### config.mk
export PLATFORM = sky130hd
export DESIGN_NAME = weyl_sng_seq_flat
export DESIGN_NICKNAME = d
export VERILOG_FILES = /design/src/rtl/weyl_sng_seq_if.sv /design/src/rtl/weyl_sng_seq.sv /design/src/flat_wrapper.sv
export SDC_FILE = /design/constraint.sdc
export NUM_CORES = 1
export LEC_CHECK = 0
export CAP_MARGIN = 10
export CORE_UTILIZATION = 33
export CTS_CLUSTER_SIZE = 10
export DETAILED_ROUTE_END_ITERATION = 8
export GPL_TIMING_DRIVEN = 0
export HOLD_SLACK_MARGIN = 0.1
export SLEW_MARGIN = 20
export SYNTH_ARGS = -nofsm -noshare
export SYNTH_HDL_FRONTEND = slang
export SYNTH_SLANG_ARGS = --single-unit
### constraint.sdc
create_clock -name iClk -period 2.6 [get_ports iClk]
set_input_delay 0.52 -clock iClk [delete_from_list [all_inputs] [get_ports iClk]]
set_output_delay 0.52 -clock iClk [all_outputs]
set_load 0.01 [all_outputs]
### src/rtl/weyl_sng_seq_if.sv
// Handshake and data bundle for weyl_sng_seq: operand input on one side,
// finished stochastic words and quotas on the other.
interface weyl_sng_seq_if #(
    parameter int BITSTREAM = 64,
    parameter int QUANT     = 8,
    parameter int CH        = 4
) ();
    logic                                     iValid;
    logic                                     oReady;
    logic [CH*QUANT-1:0]                      iData;
    logic                                     iMode;
    logic                                     oValid;
    logic                                     iReady;
    logic [CH*BITSTREAM-1:0]                  oBitstream;
    logic [CH*($clog2(BITSTREAM)+1)-1:0]      oQuota;

    modport master (
        output iValid, iData, iMode, iReady,
        input  oReady, oValid, oBitstream, oQuota
    );

    modport slave (
        input  iValid, iData, iMode, iReady,
        output oReady, oValid, oBitstream, oQuota
    );
endinterface

### src/rtl/weyl_sng_seq.sv
// Multi-channel sequential Weyl stochastic number generator: fills each
// channel's word LANES bits per cycle, then holds it on a valid/ready output.
module weyl_sng_seq #(
    parameter int BITSTREAM = 64,
    parameter int BASE      = 2,
    parameter int STRIDE    = 17,
    parameter int QUANT     = 8,
    parameter int CH        = 4,
    parameter int LANES     = 4,
    parameter int CH_OFFSET = 8
) (
    input logic           iClk,
    input logic           iRst_n,
    weyl_sng_seq_if.slave bus
);
    localparam int IW     = (BITSTREAM > 1) ? $clog2(BITSTREAM) : 1;
    localparam int SW     = $clog2(BITSTREAM) + 1;
    localparam int F      = (BITSTREAM + LANES - 1) / LANES;
    localparam int CW     = $clog2(F + 1);
    localparam int PW     = QUANT + SW + 1;
    localparam int STEP_W = STRIDE % BITSTREAM;
    localparam int STEP_T = 1 % BITSTREAM;
    localparam int ADV_W  = (LANES * STEP_W) % BITSTREAM;
    localparam int ADV_T  = (LANES * STEP_T) % BITSTREAM;

    typedef enum logic [1:0] {IDLE, FILL, DONE} state_t;

    state_t                  state_q, state_d;
    logic                    mode_q, mode_d;
    logic [CW-1:0]           fcnt_q, fcnt_d;
    logic [IW-1:0]           idx_q [CH];
    logic [IW-1:0]           idx_d [CH];
    logic [CH*BITSTREAM-1:0] bits_q, bits_d;
    logic [CH*SW-1:0]        quota_q, quota_d;

    // Offset-binary of q is exactly q + 2^(Q-1); round-half-up scale to 0..T.
    function automatic logic [SW-1:0] quota_of(input logic signed [QUANT-1:0] q);
        logic [QUANT-1:0] u;
        logic [PW-1:0]    prod;
        u    = {~q[QUANT-1], q[QUANT-2:0]};
        prod = PW'(u) * PW'(BITSTREAM) + PW'(2 ** (QUANT - 1));
        return SW'(prod >> QUANT);
    endfunction

    function automatic logic [IW-1:0] start_of(input int c);
        return IW'((BASE + c * CH_OFFSET) % BITSTREAM);
    endfunction

    always_ff @(posedge iClk) begin
        if (!iRst_n) begin
            state_q <= IDLE;
            mode_q  <= 1'b0;
            fcnt_q  <= '0;
            idx_q   <= '{default: '0};
            bits_q  <= '0;
            quota_q <= '0;
        end else begin
            state_q <= state_d;
            mode_q  <= mode_d;
            fcnt_q  <= fcnt_d;
            idx_q   <= idx_d;
            bits_q  <= bits_d;
            quota_q <= quota_d;
        end
    end

    always_comb begin
        int p;
        int n;
        int k;
        state_d = state_q;
        mode_d  = mode_q;
        fcnt_d  = fcnt_q;
        idx_d   = idx_q;
        bits_d  = bits_q;
        quota_d = quota_q;
        p       = 0;
        n       = 0;
        k       = int'(fcnt_q) * LANES;
        case (state_q)
            IDLE: begin
                if (bus.iValid) begin
                    state_d = FILL;
                    mode_d  = bus.iMode;
                    fcnt_d  = '0;
                    bits_d  = '0;
                    for (int c = 0; c < CH; c++) begin
                        quota_d[c*SW +: SW] = quota_of(bus.iData[c*QUANT +: QUANT]);
                        idx_d[c]            = bus.iMode ? '0 : start_of(c);
                    end
                end
            end
            FILL: begin
                // Lane l of this step covers sequence element k+l; bits only ever get set.
                for (int c = 0; c < CH; c++) begin
                    for (int l = 0; l < LANES; l++) begin
                        if (k + l < int'(quota_q[c*SW +: SW])) begin
                            p = int'(idx_q[c]) + (l * (mode_q ? STEP_T : STEP_W)) % BITSTREAM;
                            if (p >= BITSTREAM) p -= BITSTREAM;
                            bits_d[c*BITSTREAM + p] = 1'b1;
                        end
                    end
                    n = int'(idx_q[c]) + (mode_q ? ADV_T : ADV_W);
                    if (n >= BITSTREAM) n -= BITSTREAM;
                    idx_d[c] = IW'(n);
                end
                fcnt_d = fcnt_q + 1'b1;
                if (fcnt_q == CW'(F - 1)) state_d = DONE;
            end
            DONE: begin
                if (bus.iReady) state_d = IDLE;
            end
            default: state_d = IDLE;
        endcase
    end

    assign bus.oReady     = (state_q == IDLE);
    assign bus.oValid     = (state_q == DONE);
    assign bus.oBitstream = bits_q;
    assign bus.oQuota     = quota_q;
endmodule

### src/flat_wrapper.sv
// flat-port wrapper written by rule: the top's interface ports become plain ports
module weyl_sng_seq_flat 
#(
    parameter int BITSTREAM = 64,
    parameter int BASE      = 2,
    parameter int STRIDE    = 17,
    parameter int QUANT     = 8,
    parameter int CH        = 4,
    parameter int LANES     = 4,
    parameter int CH_OFFSET = 8
)
  (iClk, iRst_n, bus_iValid, bus_iData, bus_iMode, bus_iReady, bus_oReady, bus_oValid, bus_oBitstream, bus_oQuota);
  weyl_sng_seq_if #(.BITSTREAM(BITSTREAM), .QUANT(QUANT), .CH(CH)) bus_i ();
  input logic iClk;
  input logic iRst_n;
  input wire logic [$bits(bus_i.iValid)-1:0] bus_iValid;
  input wire logic [$bits(bus_i.iData)-1:0] bus_iData;
  input wire logic [$bits(bus_i.iMode)-1:0] bus_iMode;
  input wire logic [$bits(bus_i.iReady)-1:0] bus_iReady;
  output wire logic [$bits(bus_i.oReady)-1:0] bus_oReady;
  output wire logic [$bits(bus_i.oValid)-1:0] bus_oValid;
  output wire logic [$bits(bus_i.oBitstream)-1:0] bus_oBitstream;
  output wire logic [$bits(bus_i.oQuota)-1:0] bus_oQuota;
  assign bus_i.iValid = bus_iValid;
  assign bus_i.iData = bus_iData;
  assign bus_i.iMode = bus_iMode;
  assign bus_i.iReady = bus_iReady;
  assign bus_oReady = bus_i.oReady;
  assign bus_oValid = bus_i.oValid;
  assign bus_oBitstream = bus_i.oBitstream;
  assign bus_oQuota = bus_i.oQuota;
  weyl_sng_seq #(.BITSTREAM(BITSTREAM), .BASE(BASE), .STRIDE(STRIDE), .QUANT(QUANT), .CH(CH), .LANES(LANES), .CH_OFFSET(CH_OFFSET)) u_core (.iClk(iClk), .iRst_n(iRst_n), .bus(bus_i));
endmodule
Word level (Yosys, flattened, before mapping)
Cells that the tools add are included.
Widths: inputs -> output; s select.
{"block": "totals", "wordCells": 317, "memories": 0, "regBits": 316, "in_bits": 37, "output_inout_bits": 286, "mem_bits_ro": 0, "latch_bits": 0, "mem_bits_rw": 0}
{"block": "op_classes", "muxes": 130, "n_addsub": 56, "shifts": 0, "n_bitwise": 23, "n_eq_ne": 6, "mul": 1, "reduce_logical": 24, "n_div": 0, "n_lt_le_gt_ge": 68}
{"cell": "$mux 256", "n": 32}
{"cell": "$or 256x256->256", "n": 16}
{"cell": "$mux 32", "n": 48}
{"cell": "$ge 32x1->1 const B", "n": 16}
{"cell": "$lt 32x10->1 const B", "n": 16}
{"cell": "$pmux 256 s2", "n": 1}
{"cell": "$ge 32x8->1 const B", "n": 12}
{"cell": "$lt 32x8->1", "n": 12}
{"cell": "$sub 32x8->32 const B", "n": 12}
{"cell": "$add 9x32->32 const A", "n": 8}
{"cell": "$add 8x32->32 const A", "n": 4}
{"cell": "$demux 1 s8", "n": 16}
{"cell": "$add 7x7->8", "n": 12}
{"cell": "$add 14x8->15 const B", "n": 4}
{"cell": "$pmux 24 s2", "n": 1}
{"cell": "$mul 3x32->32 const A", "n": 1}
{"cell": "$sub 6x7->8 const B", "n": 4}
{"cell": "$add 6x3->7 const B", "n": 4}
{"cell": "$ge 6x7->1 const B", "n": 4}
{"cell": "$ge 7x7->1 const B", "n": 4}
{"cell": "$lt 7x7->1", "n": 4}
{"cell": "$mux 24", "n": 1}
{"cell": "$mux 6", "n": 4}
{"cell": "$sub 6x1->6 const B", "n": 4}
{"cell": "other kinds (24)", "n": 68}

Depth between registers and ports, before layout
Gate-level depths: netlist (run 1).
{"block": "depth", "ltp_word": 57, "ltp_mapped": 9, "ltp_nobuf": 7}

Worst setup path after synthesis (run 1)
No wires, ideal clock.
{"block": "synth_timing", "path_kind": "register to register", "from": "register u_core.idx_q[19] (netlist name)", "to": "register u_core.bits_q[195] (netlist: u_core.bus.oBitstream[195])", "arrival_ns": 2.060, "synth_period_minus_slack_ns": 2.143, "path_buffers": 2, "setup_ns": 0.083, "path_slack_ns": 0.457, "stages_incl_launch_ff": 8, "t_required_ns": 2.517, "path_cell_list": "dfxtp_1 buf_4 inv_2 ha_1 clkbuf_1 nand2_1 or3_1 o221ai_1"}
{"block": "synth_via", "elab_chain_cells": 56, "elab_cells_between_ends": 91, "cone_classes": "7 x add/sub; 12 x order compare; 52 x mux; 16 x bitwise; 4 x reduce/logical"}
{"item": "start, declared", "line_no": "weyl_sng_seq.sv:31", "source": "logic [IW-1:0] idx_q [CH];"}
{"item": "start signal, assigned", "line_no": "weyl_sng_seq.sv:61", "source": "idx_q <= idx_d;"}
{"item": "parallel branches: the longest is 18 deep, another holds $sub 32x8->32"}
{"item": "$mux 256 (*)", "line_no": "weyl_sng_seq.sv:97", "source": "if (k + l < int'(quota_q[c*SW +: SW])) begin"}
{"item": "$mux 256 (*)", "line_no": "weyl_sng_seq.sv:80", "source": "case (state_q)"}
{"item": "$or 256x256->256 (no source line)"}
{"item": "$mux 256 (*)", "line_no": "weyl_sng_seq.sv:97"}
{"item": "$mux 256 (*)", "line_no": "weyl_sng_seq.sv:80"}
{"item": "$or 256x256->256 (no source line)"}
{"item": "$mux 256 (*)", "line_no": "weyl_sng_seq.sv:97"}
{"item": "(+23 left out)"}
{"item": "$mux 256 (*)", "line_no": "weyl_sng_seq.sv:97"}
{"item": "$mux 256 (*)", "line_no": "weyl_sng_seq.sv:80"}
{"item": "$or 256x256->256 (no source line)"}
{"item": "$mux 256 (*)", "line_no": "weyl_sng_seq.sv:97"}
{"item": "$mux 256 (*)", "line_no": "weyl_sng_seq.sv:80"}
{"item": "$or 256x256->256 (no source line)"}
{"item": "$mux 256 (*)", "line_no": "weyl_sng_seq.sv:97"}
{"item": "$pmux 256 s2 (*)", "line_no": "weyl_sng_seq.sv:80"}
{"item": "end signal, assigned", "line_no": "weyl_sng_seq.sv:62", "source": "bits_q <= bits_d;"}
{"item": "end, declared", "line_no": "weyl_sng_seq.sv:33", "source": "logic [CH*BITSTREAM-1:0] bits_q, bits_d;"}
Mark *: on every way between the ends. The select of a mux whose other input is x is not followed.
A chain may end at the register's enable or synchronous reset.

Final worst setup path (run 1)
{"block": "layout_timing", "from": "register u_core.fcnt_q[2]", "to": "register u_core.bits_q[38] (netlist: u_core.bus.oBitstream[38])"}
{"block": "layout_via", "elab_chain_cells": 48, "elab_cells_between_ends": 66, "cone_classes": "3 x add/sub; 16 x order compare; 32 x mux; 15 x bitwise"}
{"item": "start, declared", "line_no": "weyl_sng_seq.sv:30", "source": "logic [CW-1:0] fcnt_q, fcnt_d;"}
{"item": "start signal, assigned", "line_no": "weyl_sng_seq.sv:60", "source": "fcnt_q <= fcnt_d;"}
{"item": "parallel branches: the longest is 46 deep, another holds $lt 32x8->1"}
{"item": "$mux 256 (*)", "line_no": "weyl_sng_seq.sv:97"}
{"item": "$pmux 256 s2 (*)", "line_no": "weyl_sng_seq.sv:80"}
Marks and branches as above.

==> results of run 1 <==
timing repair:
item,4_1_cts,5_1_grt
resized for setup,8,27
buffers inserted,0,2
setup endpoints to repair,256,118
cell usage after synthesis (all sizes together), types with 29 or more instances:
cell type	number
a21oi	83
and3	29
nand2	329
clkbuf	42
nand3	79
nor2	93
nor3	36
inv	44
buf	71
a32oi	48
a221o	32
dfxtp	309
o21ai	68
xnor2	37
o221ai	131
a22oi	33
ha	71
placed cells by master (no fill, tap or decap), types with 12 or more instances in the layout:
cell type,count
sky130_fd_sc_hd__clkbuf_1,41
sky130_fd_sc_hd__buf_2,51
sky130_fd_sc_hd__a22oi_1,33
sky130_fd_sc_hd__and2_1,14
sky130_fd_sc_hd__xnor2_1,33
sky130_fd_sc_hd__nor2b_1,22
sky130_fd_sc_hd__nand4_1,15
sky130_fd_sc_hd__nand2_1,328
sky130_fd_sc_hd__o21ai_0,49
sky130_fd_sc_hd__o21ai_1,15
sky130_fd_sc_hd__nor2_1,91
sky130_fd_sc_hd__clkbuf_16,41
sky130_fd_sc_hd__a21oi_1,77
sky130_fd_sc_hd__o211a_1,21
sky130_fd_sc_hd__inv_1,42
sky130_fd_sc_hd__nand3_1,78
sky130_fd_sc_hd__and3_1,29
sky130_fd_sc_hd__ha_1,69
sky130_fd_sc_hd__a32oi_1,48
sky130_fd_sc_hd__o211ai_1,12
sky130_fd_sc_hd__or3_1,16
sky130_fd_sc_hd__a221o_1,32
sky130_fd_sc_hd__nor3_1,29
sky130_fd_sc_hd__o221ai_1,129
sky130_fd_sc_hd__dfxtp_1,308
sky130_fd_sc_hd__nor3b_1,14
sky130_fd_sc_hd__xor2_1,16
sky130_fd_sc_hd__clkdlybuf4s50_1,318
sequential cells by signal, summed over array words and instances (netlist names):
name	count
u_core.idx_q	17
u_core.fcnt_q	5
u_core.state_q	2
u_core.bus.oBitstream	256
u_core.mode_q	1
u_core.bus.oQuota	28
power groups by stage:
stage                     registers (mW)  logic (mW)  clock network (mW)
after floorplan                     5.04        1.10                   0
after global placement              5.04        1.88                   0
after detailed placement            5.04        1.90                   0
after CTS                           4.94        1.92                5.20
after global routing                4.95        2.12                5.39
final                               4.94        1.97                5.13
metrics by stage:
step           setup WS, ps  power [mW]  std cells  hold WS (ps)
4_1_cts               22.26       12.05       2747         440.2
3_3_place_gp         -583.0       6.916       2696         430.5
6_report              25.06       12.05       2749         435.4
2_1_floorplan         457.0       6.141       1778         435.1
3_5_place_dp         -652.9       6.937       2696         433.2
5_1_grt              -162.5       12.46       2748         456.3
kinds of logic (layout without fill, tap and decap cells):
logic type,after synthesis,after routing,synth area share [%]
simple gates,713,713,22.72
compound gates,473,473,23.50
fa+ha+maj,71,71,5.764
other cells,0,1,0
flops,309,309,40.14
xor+xnor,55,55,3.223
buf+inv,157,527,4.652
area by class of cell:
type | count | area share (%)
Antenna cell | 1 | 0.01212
Buffer | 110 | 2.648
Clock buffer | 52 | 5.459
Clock inverter | 1 | 0.1454
Inverter | 44 | 0.8179
Multi-Input combinational cell | 1312 | 41.83
Sequential cell | 309 | 29.97
Tap cell | 600 | 3.635
Timing Repair Buffer | 320 | 15.49
per-layer routing:
| metal | global-route usage [%] | up-vias |
|---|---|---|
| met5 | 0 | - |
| met4 | 9.044 | 2 |
| met3 | 5.024 | 119 |
| met2 | 42.48 | 709 |
| met1 | 34.74 | 7691 |
| li1 | - | 7302 |
worst min-delay path, cell delays in order, from the launching register on:
cell	delay, ps
sky130_fd_sc_hd__dfxtp_1	300
sky130_fd_sc_hd__nand2_1	50
sky130_fd_sc_hd__nand2_1	40
how the worst min path moves through the flow:
stage,startpoint,cells after the start,end,slack [ps]
3_5_place_dp,u_core.bus.oBitstream[205],2,u_core.bus.oBitstream[205],430
5_1_grt,u_core.bus.oBitstream[205],2,u_core.bus.oBitstream[205],460
4_1_cts,u_core.bus.oBitstream[205],2,u_core.bus.oBitstream[205],440
3_3_place_gp,u_core.bus.oBitstream[237],2,u_core.bus.oBitstream[237],430
6_report,u_core.bus.oBitstream[205],2,u_core.bus.oBitstream[205],440
2_1_floorplan,u_core.mode_q,2,u_core.mode_q,440
==> results.json, run 1 <==
{
  "drt_pre_antenna_iters": 8,
  "irDropWorstVdd_mv": 0.4431,
  "areaGrowthSynthToFinish_pct": 34.00,
  "fin_area_um2": 20650,
  "vias_in_the_first_global_route": 15350,
  "crit_chain": "ha_1 -> nand4_1 -> o211ai_2 -> nor4b_2 -> nand3_1 -> a21oi_1",
  "post_synth_inst_count": 1778,
  "wire_length_of_the_first_global_routing_pass_um": 94990,
  "worst_slew_margin_rel_pct": 30.81,
  "ys_types": 85,
  "time_the_final_worst_path_needs_with_i_o_delays_and_setup_ps": 2575,
  "synth-seq-area-share_pct": 40.14,
  "dr.max_layer_used": "met5",
  "detail_route.drc_violations": 0,
  "final-setup-viol-count": 0,
  "multi_input_area_um2": 8638,
  "synth.top_cells.by_area": "sky130_fd_sc_hd__dfxtp_1 (40%), sky130_fd_sc_hd__nand2_1 (8.0%), sky130_fd_sc_hd__o221ai_1 (7.4%), sky130_fd_sc_hd__ha_1 (5.8%), sky130_fd_sc_hd__a32oi_1 (2.7%)",
  "worst_path_dominant_cell_family": "simple AND/OR/NAND/NOR gates",
  "tritoncts_buffer_count": 38,
  "synthArstFlopShare_pct": 0,
  "post_synth.cell_area_avg_um2": 8.668,
  "post_layout_nets": 2243,
  "synth_warnings": 0,
  "initial_utilization_pct": 33.74,
  "critical_path_depth_in_cells": 6,
  "worst_r2r_endpoint": "u_core.bus.oBitstream[38]",
  "grt_remaining_overflow": 0,
  "post_detailed_route_count_of_antenna_violating_nets": 0,
  "netlist.area_leader.share_pct": 40.14,
  "tightestPinTransition_ps": 1038,
  "ys.flop_type": "sky130_fd_sc_hd__dfxtp_1",
  "final_hold_viol_count": 0,
  "timing.fmax_ghz": 0.3884,
  "power.combinational.fraction_pct": 16.4,
  "clk-insertion-delay-late_ps": 560,
  "aggregate_routed_wire_length_um": 63910,
  "final_core_utilization_pct": 45.22,
  "startpoint": "u_core.fcnt_q[2]",
  "cts_clock_pin_slew_for_the_worst_setup_and_hold_paths_ps": 60,
  "cts_buffer_depth": 3,
  "p_sw_share_pct": 29.11,
  "netSwitchingPower_mw": 3.506,
  "fin_tns_setup_ps": 0,
  "initial_antenna_violation_count": 4,
  "internal_power_mw": 8.540,
  "1st_iter_drt_viols": 1557,
  "gr-usage-all-layers_pct": 26.26,
  "synth_area_um2": 15410,
  "timing.reg2reg.worst_path_depth": 6,
  "slew_violations": 0,
  "worst_r2r_startpoint": "u_core.fcnt_q[2]",
  "worst-setup-path-type": "reg2reg",
  "routedLengthMet1_um": 27600,
  "postCtsHoldBufs": 0,
  "cp_slowest_cell": "sky130_fd_sc_hd__nor4b_2",
  "number_of_nets_in_the_synthesized_netlist": 1886,
  "cts-htree-levels": 2,
  "final_min_period_over_clock_period_pct": 99.04,
  "synth-edff-count": 0,
  "yosys_register_bits": 309,
  "status": "completed",
  "gp_congestion": 0.9276,
  "cellPowerDensity_nw_per_um2": 583.3,
  "cellLeakagePower_nw": 7.466,
  "critical_path_buf_inv_count": 0,
  "wl_per_cell_um": 23.25,
  "reg2reg_setup_slack_ps": 30,
  "grt_max_degree": 14,
  "synthDominantAreaCellType": "sky130_fd_sc_hd__dfxtp_1",
  "final_layout_size_suffix_gt1_share_pct": 8.659,
  "vias": 15820,
  "rsz_0062_raised_after_global_routing": "true",
  "met3_wirelength_um": 4731,
  "min_path_type": "reg2reg",
  "overall_die_area_um2": 47570,
  "cts_tree": "yes",
  "filler_cell_count": 4455,
  "ff_latch_area_um2": 6190,
  "cp-endpoint": "u_core.bus.oBitstream[38]",
  "chipWidth_um": 218.1,
  "clockRootBuffer": "sky130_fd_sc_hd__clkbuf_16",
  "ios": 323,
  "maxCapViolCount": 0,
  "placeableCoreArea_um2": 45670,
  "met2RoutedLength_um": 29660,
  "crit_path_max_fanout": 8,
  "place.detailed.hpwl_um": 47270,
  "cts_num_sinks": 309,
  "worst_clock_skew_ps": 18.69,
  "place.port_buffers": 318,
  "worstPathRequired_ps": 3090,
  "core.rowCount": 78,
  "kind_of_end_point_of_the_critical_path": "register",
  "critical_path_at_ps": 3060,
  "power.clock.fraction_pct": 42.6,
  "timing.critical_path.from_type": "register",
  "fp.dieH_um": 218.1,
  "via_per_inst": 5.756,
  "critical_path.max_stage_delay_ps": 800,
  "sequential_share_of_power_pct": 41.0,
  "place_area_um2": 19350
}
Note: power is estimated with default switching activity, not from simulation.
==> run 2: changes to the inputs <==
- clock period: 2.6 -> 2.4 ns (I/O delays scaled with it)
==> run 2 against run 1 <==
Against the previous run:
- sequential share of layout area down 0.51 points
- critical endpoint is now u_core.bus.oBitstream[207]
- wire length grew 0.74%
- non-clock buffer count grew 13
- sequential power up 8.3%
- fmax up 9.8%
- sequential cell count stayed put
- core utilization grew 0.85 points
- first-iteration DRC count fell by 3.4%
==> results.json, run 2 (synthesis gave the netlist of run 1 again) <==
{
  "fp.dieH_um": 218.1,
  "layout_common_cells": "sky130_fd_sc_hd__nand2_1 (327), sky130_fd_sc_hd__clkdlybuf4s50_1 (317), sky130_fd_sc_hd__dfxtp_1 (301), sky130_fd_sc_hd__o221ai_1 (127), sky130_fd_sc_hd__nor2_1 (90)",
  "cp_slowest_cell": "sky130_fd_sc_hd__ha_1",
  "initial_utilization_pct": 33.74,
  "grt_max_degree": 14,
  "core.rowCount": 78,
  "worst_path_dominant_cell_family": "simple AND/OR/NAND/NOR gates",
  "cts_buffer_depth": 3,
  "1st_iter_drt_viols": 1504,
  "chipWidth_um": 218.1,
  "cellLeakagePower_nw": 7.625,
  "kind_of_end_point_of_the_critical_path": "register",
  "time_the_final_worst_path_needs_with_i_o_delays_and_setup_ps": 2345,
  "initial_antenna_violation_count": 4,
  "routedLengthMet1_um": 27660,
  "dp_cells": 2696,
  "gr-usage-all-layers_pct": 26.32,
  "netSwitchingPower_mw": 3.836,
  "rsz_0062_raised_after_global_routing": "true",
  "worst_clock_skew_ps": 13.47,
  "overall_die_area_um2": 47570,
  "final_cell_count_no_fill": 2762,
  "vias": 15910,
  "hold_slack_ps": 435.3,
  "final_min_period_over_clock_period_pct": 97.70,
  "detail_route.drc_violations": 0,
  "startpoint": "u_core.bus.oQuota[27]",
  "areaGrowthSynthToFinish_pct": 36.53,
  "ios": 323,
  "layout_commonest_cell": "sky130_fd_sc_hd__nand2_1",
  "cts-htree-levels": 2,
  "power.combinational.fraction_pct": 16.9,
  "irDropWorstVdd_mv": 0.5028,
  "largest_reg_flops": 256,
  "worstPathRequired_ps": 2870,
  "place_area_um2": 19350,
  "worst-setup-path-type": "reg2reg",
  "critical_path_buf_inv_count": 2,
  "min_path_type": "reg2reg",
  "drt_pre_antenna_iters": 5,
  "internal_power_mw": 9.298,
  "placeableCoreArea_um2": 45670,
  "cts_tree": "yes",
  "post_layout_nets": 2256,
  "met2RoutedLength_um": 29900,
  "place.port_buffers": 318,
  "status": "completed",
  "critical_path_at_ps": 2820,
  "crit_chain": "inv_1 -> ha_1 -> a21o_1 -> nor2_1 -> nand2b_1 -> buf_4 -> or3_4 -> o221ai_1",
  "maxCapViolCount": 0,
  "postCtsHoldBufs": 0,
  "tritoncts_buffer_count": 38,
  "via_per_inst": 5.759,
  "timing.fmax_ghz": 0.4265,
  "final_layout_size_suffix_gt1_share_pct": 11.15,
  "tightestPinTransition_ps": 908.4,
  "place.detailed.hpwl_um": 47270,
  "aggregate_routed_wire_length_um": 64390,
  "power.clock.fraction_pct": 42.3,
  "crit_path_max_fanout": 9,
  "worst_slew_margin_rel_pct": 39.44,
  "dr.max_layer_used": "met5",
  "cts_num_sinks": 309,
  "cts_clock_pin_slew_for_the_worst_setup_and_hold_paths_ps": 60,
  "gp_congestion": 0.9276,
  "critical_path.max_stage_delay_ps": 400,
  "timing.critical_path.from_type": "register",
  "p_sw_share_pct": 29.21,
  "worst_hold_startpoint": "u_core.bus.oBitstream[205]",
  "sequential_share_of_power_pct": 40.7,
  "grt_remaining_overflow": 0,
  "fin_area_um2": 21040,
  "met3_wirelength_um": 4754,
  "vias_in_the_first_global_route": 15420,
  "slew_violations": 0,
  "cellPowerDensity_nw_per_um2": 624.2,
  "wire_length_of_the_first_global_routing_pass_um": 95240,
  "clk-insertion-delay-late_ps": 560,
  "final_hold_viol_count": 0,
  "clockRootBuffer": "sky130_fd_sc_hd__clkbuf_16",
  "wl_per_cell_um": 23.31,
  "final-setup-viol-count": 0,
  "worst_r2r_startpoint": "u_core.bus.oQuota[27]",
  "post_detailed_route_count_of_antenna_violating_nets": 0
}
-- run 2: cell count changes in the layout (fill, tap and decap cells not counted), moves of 4 or more --
cell                       previous run  this run
sky130_fd_sc_hd__dfxtp_2              0         7
sky130_fd_sc_hd__clkbuf_4             0         4
sky130_fd_sc_hd__clkbuf_2             5         9
sky130_fd_sc_hd__nand3_1             78        74
sky130_fd_sc_hd__dfxtp_1            308       301
sky130_fd_sc_hd__buf_4                9        23
sky130_fd_sc_hd__clkbuf_1            41        34
-- run 2: final timing paths --
kind / to / slack (ps) / cells after the start
min: u_core.bus.oBitstream[205] / 440 / 2
max: u_core.bus.oBitstream[207] / 60 / 8
min reg2reg: u_core.bus.oBitstream[205] / 440 / 2
max reg2reg: u_core.bus.oBitstream[207] / 60 / 8
-- run 2: power by group through the flow --
stage	Combinational [mW]	Clock, mW	Sequential (mW)
6_report	2.23	5.56	5.35
5_1_grt	2.39	5.84	5.36
4_1_cts	2.12	5.63	5.35
3_5_place_dp	2.05	0	5.46
3_3_place_gp	2.03	0	5.46
2_1_floorplan	1.19	0	5.46
-- run 2: worst register-to-register path, delay by kind of cell, from the launching register on --
| kind | cells | cell delay, ps |
|---|---|---|
| buffers and inverters | 2 | 240 |
| flip-flops | 1 | 360 |
| AND/OR/NAND/NOR | 3 | 800 |
| AO/OA/AOI/OAI | 2 | 470 |
| adder cells (fa/ha/maj) | 1 | 400 |
-- run 2: metal layers --
metal / GRT usage, % / vias up
li1: - / 7321
met1: 34.78 / 7708
met2: 42.68 / 748
met3: 5.010 / 127
met4: 9.021 / 2
met5: 0 / -
-- run 2: area by class of cell --
type                            count  area [um^2]
Fill cell                        4407        24630
Multi-Input combinational cell   1312         8892
Antenna cell                        1        2.502
Inverter                           44        171.4
Tap cell                          600        750.7
Sequential cell                   309         6198
Buffer                            108        560.5
Clock inverter                      1        30.03
Timing Repair Buffer              335         3309
Clock buffer                       52         1127
-- run 2: stage by stage --
step | power, mW | util [%] | setup slack (ps) | setup TNS [ps]
2_1_floorplan | 6.653 | - | 257.0 | 0
3_3_place_gp | 7.492 | 42.36 | -783.0 | -112720
3_5_place_dp | 7.515 | 42.36 | -852.9 | -120340
4_1_cts | 13.10 | 45.33 | -133.8 | -1588
5_1_grt | 13.58 | 46.07 | -23.18 | -86.52
6_report | 13.13 | 46.07 | 55.23 | 0
-- run 2: what timing repair did --
| action | 4_1_cts | 5_1_grt |
|---|---|---|
| buffers inserted | 8 | 9 |
| gates cloned | 0 | 0 |
| hold endpoints to repair | 0 | 0 |
| endpoints found under the setup margin | 258 | 218 |
| pin swaps | 3 | 8 |
| gates resized for setup | 37 | 63 |
